`config.mk`:
```
export PLATFORM = sky130hd
export DESIGN_NAME = alu_adder_pipe
export DESIGN_NICKNAME = d
export VERILOG_FILES = /design/src/rtl/alu_pkg.sv /design/src/rtl/alu_adder_seg.sv /design/src/rtl/alu_adder_pipe.sv
export SDC_FILE = /design/constraint.sdc
export NUM_CORES = 1
export LEC_CHECK = 0
export CAP_MARGIN = 20
export CORE_MARGIN = 2
export CORE_UTILIZATION = 44
export CTS_BUF_LIST = sky130_fd_sc_hd__clkbuf_2 sky130_fd_sc_hd__clkbuf_4 sky130_fd_sc_hd__clkbuf_8
export DETAILED_ROUTE_END_ITERATION = 10
export PLACE_DENSITY = 0.73
export SLEW_MARGIN = 20
export SYNTH_ARGS = -nofsm -noshare
export SYNTH_HDL_FRONTEND = slang
export SYNTH_SLANG_ARGS = --single-unit
export TNS_END_PERCENT = 1
```
`constraint.sdc`:
```
create_clock -name clk -period 7.05 [get_ports clk]
set_input_delay 1.41 -clock clk [delete_from_list [all_inputs] [get_ports clk]]
set_output_delay 1.41 -clock clk [all_outputs]
set_load 0.1 [all_outputs]
```
`src/rtl/alu_pkg.sv`:
```
// Shared definitions for the pipelined adder/comparator: op encoding and flag bit positions.
package alu_pkg;

   typedef enum logic [1:0] {
      OP_ADD  = 2'b00,
      OP_SUB  = 2'b01,
      OP_SLT  = 2'b10,
      OP_SLTU = 2'b11
   } alu_op_e;

   localparam int unsigned FLAGS_W = 4;
   localparam int unsigned FLAG_Z  = 3;
   localparam int unsigned FLAG_N  = 2;
   localparam int unsigned FLAG_C  = 1;
   localparam int unsigned FLAG_V  = 0;

endpackage

```
`src/rtl/alu_adder_seg.sv`:
```
// One combinational carry-chain segment: slice + slice + carry-in -> sum slice, carry-out.
module alu_adder_seg
   import alu_pkg::*;
#(
   parameter int unsigned SEG_W = 16
) (
   input  logic [SEG_W-1:0] a,
   input  logic [SEG_W-1:0] b,
   input  logic             ci,
   output logic [SEG_W-1:0] sum_c,
   output logic             co_c
);

   assign {co_c, sum_c} = (SEG_W+1)'(a) + (SEG_W+1)'(b) + (SEG_W+1)'(ci);

endmodule

```
`src/rtl/alu_adder_pipe.sv`:
```
// Segmented-carry pipelined ADD/SUB/SLT/SLTU with valid/ready handshake and sideband tag.
// Define ALU_ADDER_PIPE_FLAGS_EN to build the registered {Z,N,C,V} flags; otherwise flags is tied to 0.
module alu_adder_pipe
   import alu_pkg::*;
#(
   parameter int unsigned WIDTH  = 32,
   parameter int unsigned STAGES = 2,
   parameter int unsigned TAG_W  = 4
) (
   input  logic               clk,
   input  logic               rst,
   input  logic               in_valid,
   output logic               in_ready,
   input  logic [WIDTH-1:0]   in1,
   input  logic [WIDTH-1:0]   in2,
   input  logic [1:0]         op,
   input  logic [TAG_W-1:0]   in_tag,
   output logic               out_valid,
   input  logic               out_ready,
   output logic [WIDTH-1:0]   out,
   output logic [TAG_W-1:0]   out_tag,
   output logic [FLAGS_W-1:0] flags
);

   localparam int unsigned SEG_W = WIDTH / STAGES;
   localparam int unsigned LAST  = STAGES - 1;
   localparam int unsigned NREG  = (STAGES > 1) ? STAGES - 1 : 1;

   logic adv;

   // Inputs presented to segment k (k=0 straight from the ports, else from register k-1)
   logic             src_v   [STAGES];
   logic [WIDTH-1:0] src_a   [STAGES];
   logic [WIDTH-1:0] src_b   [STAGES];
   logic [WIDTH-1:0] src_sum [STAGES];
   logic [1:0]       src_op  [STAGES];
   logic [TAG_W-1:0] src_tag [STAGES];
   logic             src_ci  [STAGES];
   logic [SEG_W-1:0] seg_sum [STAGES];
   logic             seg_co  [STAGES];
   logic [WIDTH-1:0] nxt_sum [STAGES];

   // Intermediate pipeline registers between segments
   logic             st_v    [NREG];
   logic [WIDTH-1:0] st_a    [NREG];
   logic [WIDTH-1:0] st_b    [NREG];
   logic [WIDTH-1:0] st_sum  [NREG];
   logic [1:0]       st_op   [NREG];
   logic [TAG_W-1:0] st_tag  [NREG];
   logic             st_c    [NREG];

   logic [WIDTH-1:0] fin_sum;
   logic             fin_n;
   logic             fin_v;
   logic             fin_c;
   logic [WIDTH-1:0] res;

   assign adv      = !out_valid || out_ready;
   assign in_ready = adv && !rst;

   for (genvar k = 0; k < STAGES; k++) begin : g_seg
      if (k == 0) begin : g_src_in
         // Subtract-type ops invert b and inject the +1 as segment-0 carry-in
         assign src_v[k]   = in_valid && in_ready;
         assign src_a[k]   = in1;
         assign src_b[k]   = (op != OP_ADD) ? ~in2 : in2;
         assign src_sum[k] = '0;
         assign src_op[k]  = op;
         assign src_tag[k] = in_tag;
         assign src_ci[k]  = (op != OP_ADD);
      end else begin : g_src_reg
         assign src_v[k]   = st_v[k-1];
         assign src_a[k]   = st_a[k-1];
         assign src_b[k]   = st_b[k-1];
         assign src_sum[k] = st_sum[k-1];
         assign src_op[k]  = st_op[k-1];
         assign src_tag[k] = st_tag[k-1];
         assign src_ci[k]  = st_c[k-1];
      end

      alu_adder_seg #(
         .SEG_W (SEG_W)
      ) u_seg (
         .a     (src_a[k][k*SEG_W +: SEG_W]),
         .b     (src_b[k][k*SEG_W +: SEG_W]),
         .ci    (src_ci[k]),
         .sum_c (seg_sum[k]),
         .co_c  (seg_co[k])
      );

      // Unfinished slices of src_sum are still zero, so OR merges this segment in
      assign nxt_sum[k] = src_sum[k] | (WIDTH'(seg_sum[k]) << (k * SEG_W));

      if (k < LAST) begin : g_reg
         always_ff @(posedge clk) begin
            if (rst) begin
               st_v[k] <= 1'b0;
            end else if (adv) begin
               st_v[k]   <= src_v[k];
               st_a[k]   <= src_a[k];
               st_b[k]   <= src_b[k];
               st_sum[k] <= nxt_sum[k];
               st_op[k]  <= src_op[k];
               st_tag[k] <= src_tag[k];
               st_c[k]   <= seg_co[k];
            end
         end
      end
   end

   assign fin_sum = nxt_sum[LAST];
   assign fin_c   = seg_co[LAST];
   assign fin_n   = fin_sum[WIDTH-1];
   assign fin_v   = (src_a[LAST][WIDTH-1] == src_b[LAST][WIDTH-1]) &&
                    (fin_sum[WIDTH-1] != src_a[LAST][WIDTH-1]);

   // Result select; compares reuse the subtract's N/V/C
   always_comb begin
      res = fin_sum;
      case (src_op[LAST])
         OP_SLT:  res = WIDTH'(fin_n ^ fin_v);
         OP_SLTU: res = WIDTH'(!fin_c);
         default: res = fin_sum;
      endcase
   end

   always_ff @(posedge clk) begin
      if (rst) begin
         out_valid <= 1'b0;
         out       <= '0;
         out_tag   <= '0;
      end else if (adv) begin
         out_valid <= src_v[LAST];
         out       <= res;
         out_tag   <= src_tag[LAST];
      end
   end

`ifdef ALU_ADDER_PIPE_FLAGS_EN
   logic [FLAGS_W-1:0] flags_nxt;

   always_comb begin
      flags_nxt         = '0;
      flags_nxt[FLAG_Z] = (fin_sum == '0);
      flags_nxt[FLAG_N] = fin_n;
      flags_nxt[FLAG_C] = fin_c;
      flags_nxt[FLAG_V] = fin_v;
   end

   always_ff @(posedge clk) begin
      if (rst) begin
         flags <= '0;
      end else if (adv) begin
         flags <= flags_nxt;
      end
   end
`else
   assign flags = '0;
`endif

endmodule

```
# Word level (Yosys, flattened, before mapping)
# Memory sizes are Yosys's and may differ from the RTL's. A register that Yosys moved wholly into a read port is not among the register bits.
# Index checks and enable logic that the tools add are counted.
dict set report totals {
  in_bits 74
  n_memories 7
  out_inout_bits 42
  ramBits 88
  ff_bits 32
  elab_cells 37
}
dict set report classes {
  n_reduce_logical 9
  n_addsub 4
  bitwise_logic 3
  muxes 9
  eq_ne 4
}
# name words word_bits read_ports rd_clocked_by_memory_dff wr line_no
set memory_table {}
lappend memory_table {st_a 1 32 1 0 1 alu_adder_pipe.sv:45} ;# logic [WIDTH-1:0] st_a [NREG];
lappend memory_table {st_b 1 32 1 0 1 alu_adder_pipe.sv:46} ;# logic [WIDTH-1:0] st_b [NREG];
lappend memory_table {st_sum 1 16 1 0 1 alu_adder_pipe.sv:47} ;# logic [WIDTH-1:0] st_sum [NREG];
lappend memory_table {st_tag 1 4 1 1 1 alu_adder_pipe.sv:49} ;# logic [TAG_W-1:0] st_tag [NREG];
lappend memory_table {st_op 1 2 1 0 1 alu_adder_pipe.sv:48} ;# logic [1:0] st_op [NREG];
lappend memory_table {st_c 1 1 1 0 1 alu_adder_pipe.sv:50} ;# logic st_c [NREG];
lappend memory_table {{1 more memories} -- -- -- -- -- --}
# operator count
set ops {}
lappend ops {{32-bit one-hot mux with 2 select lines} 1}
lappend ops {{16-bit by 16-bit adder with 17-bit output} 2}
lappend ops {{17-bit by 1-bit adder with 17-bit output} 2}
lappend ops {{32-bit two-way mux} 1}
lappend ops {{32-bit NOT} 1}
lappend ops {{32-bit OR} 1}
lappend ops {{1-bit two-way mux} 7}
lappend ops {{2-bit equality test, second input constant} 2}
lappend ops {{1-bit logical AND} 3}
lappend ops {{1-bit logical NOT} 3}
lappend ops {{2-bit nonzero test} 1}
lappend ops {{1-bit equality test} 1}
lappend ops {{1-bit logical OR} 1}
lappend ops {{1-bit != test} 1}
lappend ops {{1-bit OR reduction} 1}
lappend ops {{1-bit bitwise XOR} 1}

# Logic depth before layout (Yosys ltp)
# An unclocked memory read counts as a cell.
dict set report logic_depth {
  word_depth 8
  mapped_depth 11
  mapped_depth_nobuf 10
}

# Cells and area by module
# Synthesis repeated with hierarchy kept, for this count alone.
dict set report hier_totals {
  hier_cells 372
  area_unflattened_um2 4697.0
}
# mod instances area_per_inst_um2 cells_per_inst seq_area_each_um2
set modules_own_cells {}
lappend modules_own_cells {alu_adder_pipe 1 3236.9 192 2422.3}
lappend modules_own_cells {{alu_adder_seg (g_seg[0].u_seg)} 1 733.2 89 0.0}
lappend modules_own_cells {{alu_adder_seg (g_seg[1].u_seg)} 1 726.9 91 0.0}

# Worst setup path after synthesis
# Ideal clock, no wire load.
dict set report synth_path {
  path_kind {input to output}
  start {input out_ready}
  end {output in_ready}
  slack_ps -118
  t_arrival_ps 5758
  path_buffers 0
  cell_stages 2
  t_required_ps 5640
  path_cell_list {inv_1 -> a21oi_1}
}
dict set report synth_between {
  elab_chain_cells 2
}
# item line_no
set synth_rtl {}
lappend synth_rtl {{from (decl)} alu_adder_pipe.sv:19} ;# input logic out_ready,
lappend synth_rtl {{1-bit logical OR} alu_adder_pipe.sv:58} ;# assign adv = !out_valid || out_ready;
lappend synth_rtl {{1-bit logical AND} alu_adder_pipe.sv:59} ;# assign in_ready = adv && !rst;
lappend synth_rtl {{to (decl)} alu_adder_pipe.sv:13} ;# output logic in_ready,
# Every way passes these cells.

# Final worst setup path
# Ends and elaborated chain as after synthesis.

==> impl_metrics.json <==
{
  "hold_viol": 0,
  "clkLatencyLatePin_ns": 0.35,
  "port_buffers": 111,
  "hpwlAfterDp_um": 6620,
  "synth_top_area_share_pct": 36.4,
  "critPathKind": "in2out",
  "finClkSkew_ns": 0.00886,
  "syn_avg_cell_area_um2": 12.2,
  "holdCritPathClass": "reg2reg",
  "crit_required_ns": 5.64,
  "area_growth_pct": 32.0,
  "first_pass_iters": 4,
  "ys_seq_area_share_pct": 52.5,
  "hold_start": "st_sum[0][2]",
  "postCtsSetupRepairBufs": 0,
  "root_buffer": "clkbuf_8",
  "r2r_slack_ns": 4.37,
  "fp.dieArea_mm2": 0.0113,
  "clkPwrFrac_pct": 25.0,
  "synth_most_common_cell": "edfxtp_1",
  "ys_warn_count": 0,
  "holdPathEnd": "out[2]",
  "rows": 37,
  "synth_cell_types": 53,
  "grt_pass1_wl_um": 14200,
  "drt_iter0_drc": 110,
  "status": "finished clean",
  "synth_edf_count": 56,
  "finalMaxSlewViolations": 0,
  "rsz0062_at_grt": "no",
  "initial_utilization_pct": 44.9,
  "cts_hold_buf": 0,
  "drc_errors": 0,
  "nNetsFinal": 598,
  "worstPathArrival_ns": 3.32,
  "core_mm2": 0.0103,
  "cts_resized": 0,
  "cts.sinks": 93,
  "switching_share_pct": 32.5,
  "rr_worst_depth": 10,
  "setup-violations-final": 0,
  "synth_flop_cell": "edfxtp_1",
  "stdcell_area_mm2": 0.00609,
  "max_slew_margin_pct": 32.9,
  "p_sw_uw": 497,
  "tightest_slew_ns": 1.00,
  "crit_path_start_kind": "primary input",
  "htree_levels": 3,
  "min_path_cells": 1,
  "path_clk_slew_ns": 0.08,
  "yosys-top-cells-count": "56 x edfxtp_1, 44 x xnor2_1, 37 x dfxtp_1",
  "dpl_cell_area_mm2": 0.00588,
  "fmax_ghz": 0.211,
  "min_period_ns": 4.73,
  "grt_util_all_layers_pct": 16.0,
  "async_flop_share_pct": 0,
  "dr_total_vias": 3172,
  "grt_max_degree": 63,
  "crit_path_max_fanout": 2,
  "fin_setup_tns_ns": 0,
  "layout-drive-gt1-share_pct": 7.06,
  "grt_overflow": 0,
  "pin_count": 116,
  "synth-seq-cells": 93,
  "share_seq_of_total_power_pct": 43.4,
  "r2r_end": "out[30]",
  "fp.dieH_um": 106,
  "n_antenna_cell": 0,
  "synth_cells": 377,
  "intPower_uw": 1040,
  "cts_buffer_depth": 2,
  "yosys-top-cells-area": "edfxtp_1 36%, dfxtp_1 16%, xnor2_1 8.3%",
  "avgViaCountPerCell": 5.02,
  "ant_nets": 0,
  "die_w_um": 106,
  "synth_area_mm2": 0.00462,
  "yosys.area.top_type": "edfxtp_1",
  "combPwrFrac_pct": 31.6,
  "post_drt_wl_per_cell_um": 13.9,
  "cap_violations": 0,
  "worst_setup_path_end_kind": "output pin",
  "period_share_pct": 67.1,
  "cts_made_buffers": 9,
  "cts_tree": "done",
  "place.gp.congestion": 0.814,
  "timing.rr.start": "st_c[0]",
  "power.density_mw_per_mm2": 251,
  "grt_pass1_vias": 3144,
  "finalWirelength_um": 8810,
  "antenna_found_initial": 0,
  "ir_worst_vdd_v": 0.000117,
  "p_leak_uw": 0.00231
}
==> cells by family (layout without fill, tap and decap cells) <==
logic type | count (synthesis) | in the layout | share of synthesized area (%)
other | 1 | 4 | 0.0812
flip-flops | 93 | 93 | 52.5
multiplexers | 1 | 1 | 0.217
buffers and inverters | 27 | 143 | 2.95
adder cells (fa/ha/maj) | 33 | 33 | 9.43
XOR/XNOR | 59 | 59 | 11.2
AO/OA/AOI/OAI | 100 | 100 | 16.8
AND/OR/NAND/NOR | 63 | 63 | 6.88
==> worst max path at each step <==
stage	depth (start not counted)	to	slack, ns	startpoint
after floorplan	2	in_ready	1.80	out_ready
after global placement	4	in_ready	2.34	out_ready
after detailed placement	4	in_ready	2.31	out_ready
after CTS	4	in_ready	2.32	out_ready
after global routing	4	in_ready	2.28	out_ready
final	4	in_ready	2.32	out_ready
==> per-layer routing <==
metal	track usage (%)	wire length, um	vias up	share of wire [%]
met5	0	0	-	0
met4	6.59	153	0	1.7
met3	2.76	297	10	3.4
met2	29.7	4680	76	53
met1	18.0	3680	1472	42
li1	-	-	1614	-
==> critical path, stage by stage <==
cell	delay (ns)
clkdlybuf4s50_1	0.52
inv_1	0.09
a21oi_4	0.15
clkdlybuf4s50_1	1.14
==> power by group through the flow <==
stage / clock network (uW) / registers (uW) / logic (uW)
floorplan: 0 / 816 / 222
global placement: 0 / 675 / 476
global route: 414 / 671 / 519
detailed placement: 0 / 678 / 484
CTS: 395 / 665 / 486
finish: 383 / 665 / 484
==> flip-flops by register name, indices dropped and copies added (netlist names) <==
| signal | cells |
|---|---|
| st_tag | 4 |
| out_tag | 4 |
| st_c | 1 |
| out_valid | 1 |
| out | 32 |
| st_op | 2 |
| st_v | 1 |
| st_a | 16 |
| st_b | 16 |
| st_sum | 16 |
==> cell usage in the layout, fill, tap and decap left out, drive strengths merged, types with 2 or more instances in the layout <==
cell / instances
nor3: 6
a21o: 8
a22o: 35
dfxtp: 37
inv: 12
conb: 4
nand2: 13
o21a: 4
fa: 3
buf: 4
a31oi: 2
xnor2: 44
ha: 30
edfxtp: 56
o21bai: 2
a211oi: 2
o2111ai: 3
a21oi: 23
nand2b: 2
clkbuf: 11
nor2b: 10
xor2: 15
o21ai: 11
o31ai: 2
nand3: 8
clkinv: 3
nor2: 17
bufinv: 2
clkdlybuf4s50: 111
==> area by class of cell <==
type	count	area [um2]
Clock inverter	5	73.8
Clock buffer	11	145
Fill cell	877	4180
Multi-Input combinational cell	260	2100
Inverter	12	45.0
Tap cell	136	170
Timing Repair Buffer	115	1140
Sequential cell	93	2420
==> metrics by stage <==
step / hold slack [ns] / power, uW / util (%) / instances / setup WS, ns
floorplan: 0.436 / 1040 / - / 380 / 1.80
global placement: 0.439 / 1150 / 57.2 / 616 / 2.34
detailed placement: 0.440 / 1160 / 57.2 / 616 / 2.31
CTS: 0.459 / 1550 / 59.3 / 632 / 2.32
global route: 0.475 / 1600 / 59.3 / 632 / 2.28
finish: 0.460 / 1530 / 59.3 / 632 / 2.32
Note: power is estimated with default switching activity, not from simulation.
==> RTL edit 1 (config.mk and constraints unchanged) <==
Add a define of `ALU_ADDER_PIPE_FLAGS_EN`.
--- a/src/rtl/alu_adder_pipe.sv
+++ b/src/rtl/alu_adder_pipe.sv
@@ -1,5 +1,7 @@
 // Segmented-carry pipelined ADD/SUB/SLT/SLTU with valid/ready handshake and sideband tag.
 // Define ALU_ADDER_PIPE_FLAGS_EN to build the registered {Z,N,C,V} flags; otherwise flags is tied to 0.
+`define ALU_ADDER_PIPE_FLAGS_EN
+
 module alu_adder_pipe
    import alu_pkg::*;
 #(
Behaviour: not the same (a bounded check fails within 4 cycles, from zero or initial values and one cycle with rst high).
==> RTL edit 1 against the original RTL <==
- routed wire length up 14%
- fmax down 2.9%
- worst setup slack worse by 0.14 ns
- synthesized cell count up 6.6%
- design area up 3.3%
- clock skew about the same
- total power up 2.9%
- critical path depth up 1
- synthesized area up 3.3%
- core utilization down 0.42 points
- sequential cell count up 4
- critical endpoint unchanged
- largest power group unchanged
==> RTL edit 1: results (changes against the original RTL) <==
Leak Pwr -> 2.37 nW (was 2.31 nW)
clock period minus final worst setup slack -> 4.87 ns (was 4.73 ns)
Seq cells -> 97 (was 93)
footprint of the multi-input gates -> 0.00217 mm^2 (was 0.00210 mm^2)
standard cell area after detailed placement -> 0.00610 mm^2 (was 0.00588 mm^2)
worst-case setup slack after placement -> 2.17 ns (was 2.31 ns)
average vias per placed instance -> 5.11 (was 5.02)
Total GRT Usage -> 0.177 (was 0.160)
fin cells -> 665 (was 632)
number of buffers inserted by port buffering -> 115 (was 111)
launch instance of the worst min-delay path -> out[17] (was st_sum[0][2])
worst vdd rail ir drop -> 0.120 mV (was 0.117 mV)
DP HPWL -> 7.46 mm (was 6.62 mm)
most common library cells after synthesis -> sky130_fd_sc_hd__edfxtp_1 (56), sky130_fd_sc_hd__xnor2_1 (49), sky130_fd_sc_hd__dfxtp_1 (41) (was sky130_fd_sc_hd__edfxtp_1 (56), sky130_fd_sc_hd__xnor2_1 (44), sky130_fd_sc_hd__dfxtp_1 (37))
fillers -> 906 (was 877)
Sequential Area -> 0.00250 mm^2 (was 0.00242 mm^2)
Hold Path Sink -> out[17] (was out[2])
Data buffer area share -> 0.186 (was 0.187)
largest net degree at the start of global routing -> 64 (was 63)
area share of xor/xnor cells in the synthesized design -> 0.105 (was 0.112)
number of global-route vias before repair -> 3,337 (was 3,144)
setup slack, reg-to-reg -> 3.96 ns (was 4.37 ns)
highest net fanout along the worst path -> 5 (was 2)
post-synthesis share of cell area spent on full adders, half adders and majority gates -> 0.0913 (was 0.0943)
total wire length after detailed routing -> 10.0 mm (was 8.81 mm)
non-clock buffer instance count of the final layout -> 118 (was 115)
post-layout net count -> 628 (was 598)
synthesized-area fraction occupied by ao, oa, aoi and oai cells -> 0.174 (was 0.168)
Placed Instances -> 650 (was 616)
sequential cell area fraction in the yosys report -> 0.525 (about the same)
number of instances in the synthesized netlist -> 402 (was 377)
final estimated routing congestion in global placement -> 0.856 (was 0.814)
Non-CTS inverters -> 19 (was 12)
status -> finished clean (unchanged)
wire length of the first global-routing pass -> 15.9 mm (was 14.2 mm)
delay of the slowest critical-path stage -> 1.12 ns (was 1.14 ns)
multi-input gates -> 276 (was 260)
RTL edit 1: cell count changes after synthesis, sizes merged, moves of 5 or more:
cell / unedited run / this run
xor2: 15 / 8
nor2: 17 / 24
nor2b: 10 / 2
a21oi: 23 / 16
a211oi: 2 / 7
o21bai: 2 / 7
buf: 10 / 3
inv: 12 / 18
xnor2: 44 / 49
RTL edit 1: metal layers:
metal	wire length [um]	vias to the layer above	part of all wire	GRT usage
met5	0	-	0	0
met4	148	0	0.015	0.0659
met3	551	12	0.055	0.0434
met2	5010	89	0.50	0.311
met1	4290	1562	0.43	0.211
li1	-	1733	-	-
RTL edit 1: power breakdown:
part	internal, mW	leakage, nW	switching [mW]
Combinational	0.190	1.38	0.324
Clock	0.182	0.102	0.185
Sequential	0.667	0.883	0.0291
Total	1.04	2.37	0.538
RTL edit 1: critical path: cells and delay by family:
kind / cells / cell delay, ns
buffers and inverters: 3 / 1.66
AND/OR/NAND/NOR: 2 / 0.38
==> RTL edit 2 (same flow settings) <==
Made on the original files. Set the parameter `STAGES` to 4 (it was 2).
--- a/src/rtl/alu_adder_pipe.sv
+++ b/src/rtl/alu_adder_pipe.sv
@@ -4,7 +4,7 @@
    import alu_pkg::*;
 #(
    parameter int unsigned WIDTH  = 32,
-   parameter int unsigned STAGES = 2,
+   parameter int unsigned STAGES = 4,
    parameter int unsigned TAG_W  = 4
 ) (
    input  logic               clk,
Formal check against the unedited RTL: not equivalent (a bounded check fails within 4 cycles, from zero or initial values and one cycle with rst high).
==> RTL edit 2 against the original RTL <==
- first-iteration DRC count rose by 130%
- sequential cell count grew 112
- cell count grew 36%
- fmax shrank 1.4%
- sequential power grew 120%
- core utilization is 2.1 points lower
- worst setup slack lost 0.066 ns
- clock power increased to 2.7 times the old value
- total power increased by 91%
- routed wire length rose by 45%
- largest power group unchanged
- largest cell class unchanged
- synthesized area increased by 70%
- design area rose by 63%
- critical path depth unchanged
==> RTL edit 2: results (changes against the original RTL) <==
number of buffers inserted by port buffering -> 111 (unchanged)
clock network latency to the later pin of the worst-skew pair -> 0.50 ns (was 0.35 ns)
status -> finished clean (unchanged)
Netlist cell types -> 48 (was 53)
met3 track utilization from global routing -> 0.0401 (was 0.0276)
post-layout net count -> 717 (was 598)
met2 track utilization from global routing -> 0.242 (was 0.297)
maximum clock skew at final layout -> 0.0217 ns (was 0.00886 ns)
number of synthesized flops with an enable pin -> 168 (was 56)
slew at the pin closest to its max-slew limit -> 1.03 ns (was 1.00 ns)
final estimated routing congestion in global placement -> 0.792 (was 0.814)
sequential cell area fraction in the yosys report -> 0.738 (was 0.525)
number of instances in the synthesized netlist -> 467 (was 377)
share of synthesized flip-flops with an asynchronous set or reset -> 0 (unchanged)
clock slew at the register clock pins of the worst setup and hold paths -> 0.06 ns (was 0.08 ns)
WL/cell -> 14.8 um (was 13.9 um)
fin cells -> 859 (was 632)
crit path DAT -> 3.38 ns (was 3.32 ns)
highest net fanout along the worst path -> 2 (unchanged)
number of clock buffers inserted by TritonCTS -> 35 (was 9)
library cell used as clock root buffer -> sky130_fd_sc_hd__clkbuf_8 (unchanged)
fraction of layout cells with a size suffix above 1 -> 0.128 (was 0.0706)
iteration count of the initial detailed-routing pass -> 4 (unchanged)
buffer depth of the longest clock path -> 3 (was 2)
Total GRT Usage -> 0.138 (was 0.160)
most common library cells after synthesis -> sky130_fd_sc_hd__edfxtp_1 (168), sky130_fd_sc_hd__xnor2_1 (42), sky130_fd_sc_hd__dfxtp_1 (37) (was sky130_fd_sc_hd__edfxtp_1 (56), sky130_fd_sc_hd__xnor2_1 (44), sky130_fd_sc_hd__dfxtp_1 (37))
Placed Instances -> 796 (was 616)
met1 GRT Util -> 0.154 (was 0.180)
number of antenna diodes -> 0 (unchanged)
Post-synth top flop -> sky130_fd_sc_hd__edfxtp_1 (unchanged)
total of warnings raised by yosys -> 0 (unchanged)
antenna violations before repair -> 0 (unchanged)
detailed-route via count -> 4,125 (was 3,172)
worst vdd rail ir drop -> 0.163 mV (was 0.117 mV)
number of global-route vias before repair -> 4,233 (was 3,144)
power density over the cells -> 295 mW/mm^2 (was 251 mW/mm^2)
post-CTS setup buffers -> 0 (unchanged)
post-cts gate resize count -> 0 (unchanged)
fillers -> 1,345 (was 877)
H-tree depth -> 2 (was 3)
standard cell area after detailed placement -> 0.00921 mm^2 (was 0.00588 mm^2)
Synth area leaders -> sky130_fd_sc_hd__edfxtp_1 (64%), sky130_fd_sc_hd__dfxtp_1 (9.5%), sky130_fd_sc_hd__xnor2_1 (4.7%) (was sky130_fd_sc_hd__edfxtp_1 (36%), sky130_fd_sc_hd__dfxtp_1 (16%), sky130_fd_sc_hd__xnor2_1 (8.3%))
wire length of the first global-routing pass -> 20.2 mm (was 14.2 mm)
Starting DRT DRC Count -> 251 (was 110)
worst min path class -> flip-flop to flip-flop (unchanged)
worst-case setup slack after placement -> 2.24 ns (was 2.31 ns)
Leak Pwr -> 3.64 nW (was 2.31 nW)
DP HPWL -> 8.11 mm (was 6.62 mm)
largest net degree at the start of global routing -> 175 (was 63)
==> RTL edit 2: logic make-up (layout without fill, tap and decap cells) <==
kind of cell,count (synthesis),after routing,share of synthesized area
xor gates and xnor gates,52,52,0.0581
other,1,4,0.000479
AOI/OAI and AO/OA,90,90,0.0862
and+or+nand+nor,53,53,0.0356
DFF,205,205,0.738
buffers and inverters,31,195,0.0185
adders and majority gates,35,35,0.0626
==> RTL edit 2: power breakdown <==
group / total [mW] / internal, mW / switching (mW)
clock: 1.05 / 0.601 / 0.444
combinational: 0.406 / 0.151 / 0.255
sequential: 1.48 / 1.44 / 0.0348
==> RTL edit 2: routing by layer <==
layer	routed length, um	part of all wire
met5	0	0
met4	357	0.028
met3	713	0.056
met2	6600	0.52
met1	5080	0.40
==> RTL edit 2: worst max-delay path, cell delays in order <==
cell and delay, ns:
sky130_fd_sc_hd__clkdlybuf4s50_1 0.54, sky130_fd_sc_hd__inv_2 0.07, sky130_fd_sc_hd__a21oi_4 0.20, sky130_fd_sc_hd__clkdlybuf4s50_1 1.17
==> RTL edit 2: area by class of cell <==
| type | count | area, um^2 | area share |
|---|---|---|---|
| Clock buffer | 54 | 662 | 0.0667 |
| Clock inverter | 9 | 51.3 | 0.00517 |
| Inverter | 18 | 67.6 | 0.00681 |
| Multi-Input combinational cell | 234 | 1930 | 0.195 |
| Sequential cell | 205 | 5790 | 0.583 |
| Tap cell | 225 | 282 | 0.0284 |
| Timing Repair Buffer | 114 | 1150 | 0.115 |
==> RTL edit 2: worst paths after layout <==
kind / startpoint / endpoint / slack (ns) / cells after the start
hold / removal: st_b[0][31] / st_b[0][63] / 0.41 / 0
setup reg to reg: out_valid / out[27] / 4.64 / 5
setup / recovery: out_ready / in_ready / 2.26 / 4
hold reg to reg: st_b[0][31] / st_b[0][63] / 0.41 / 0
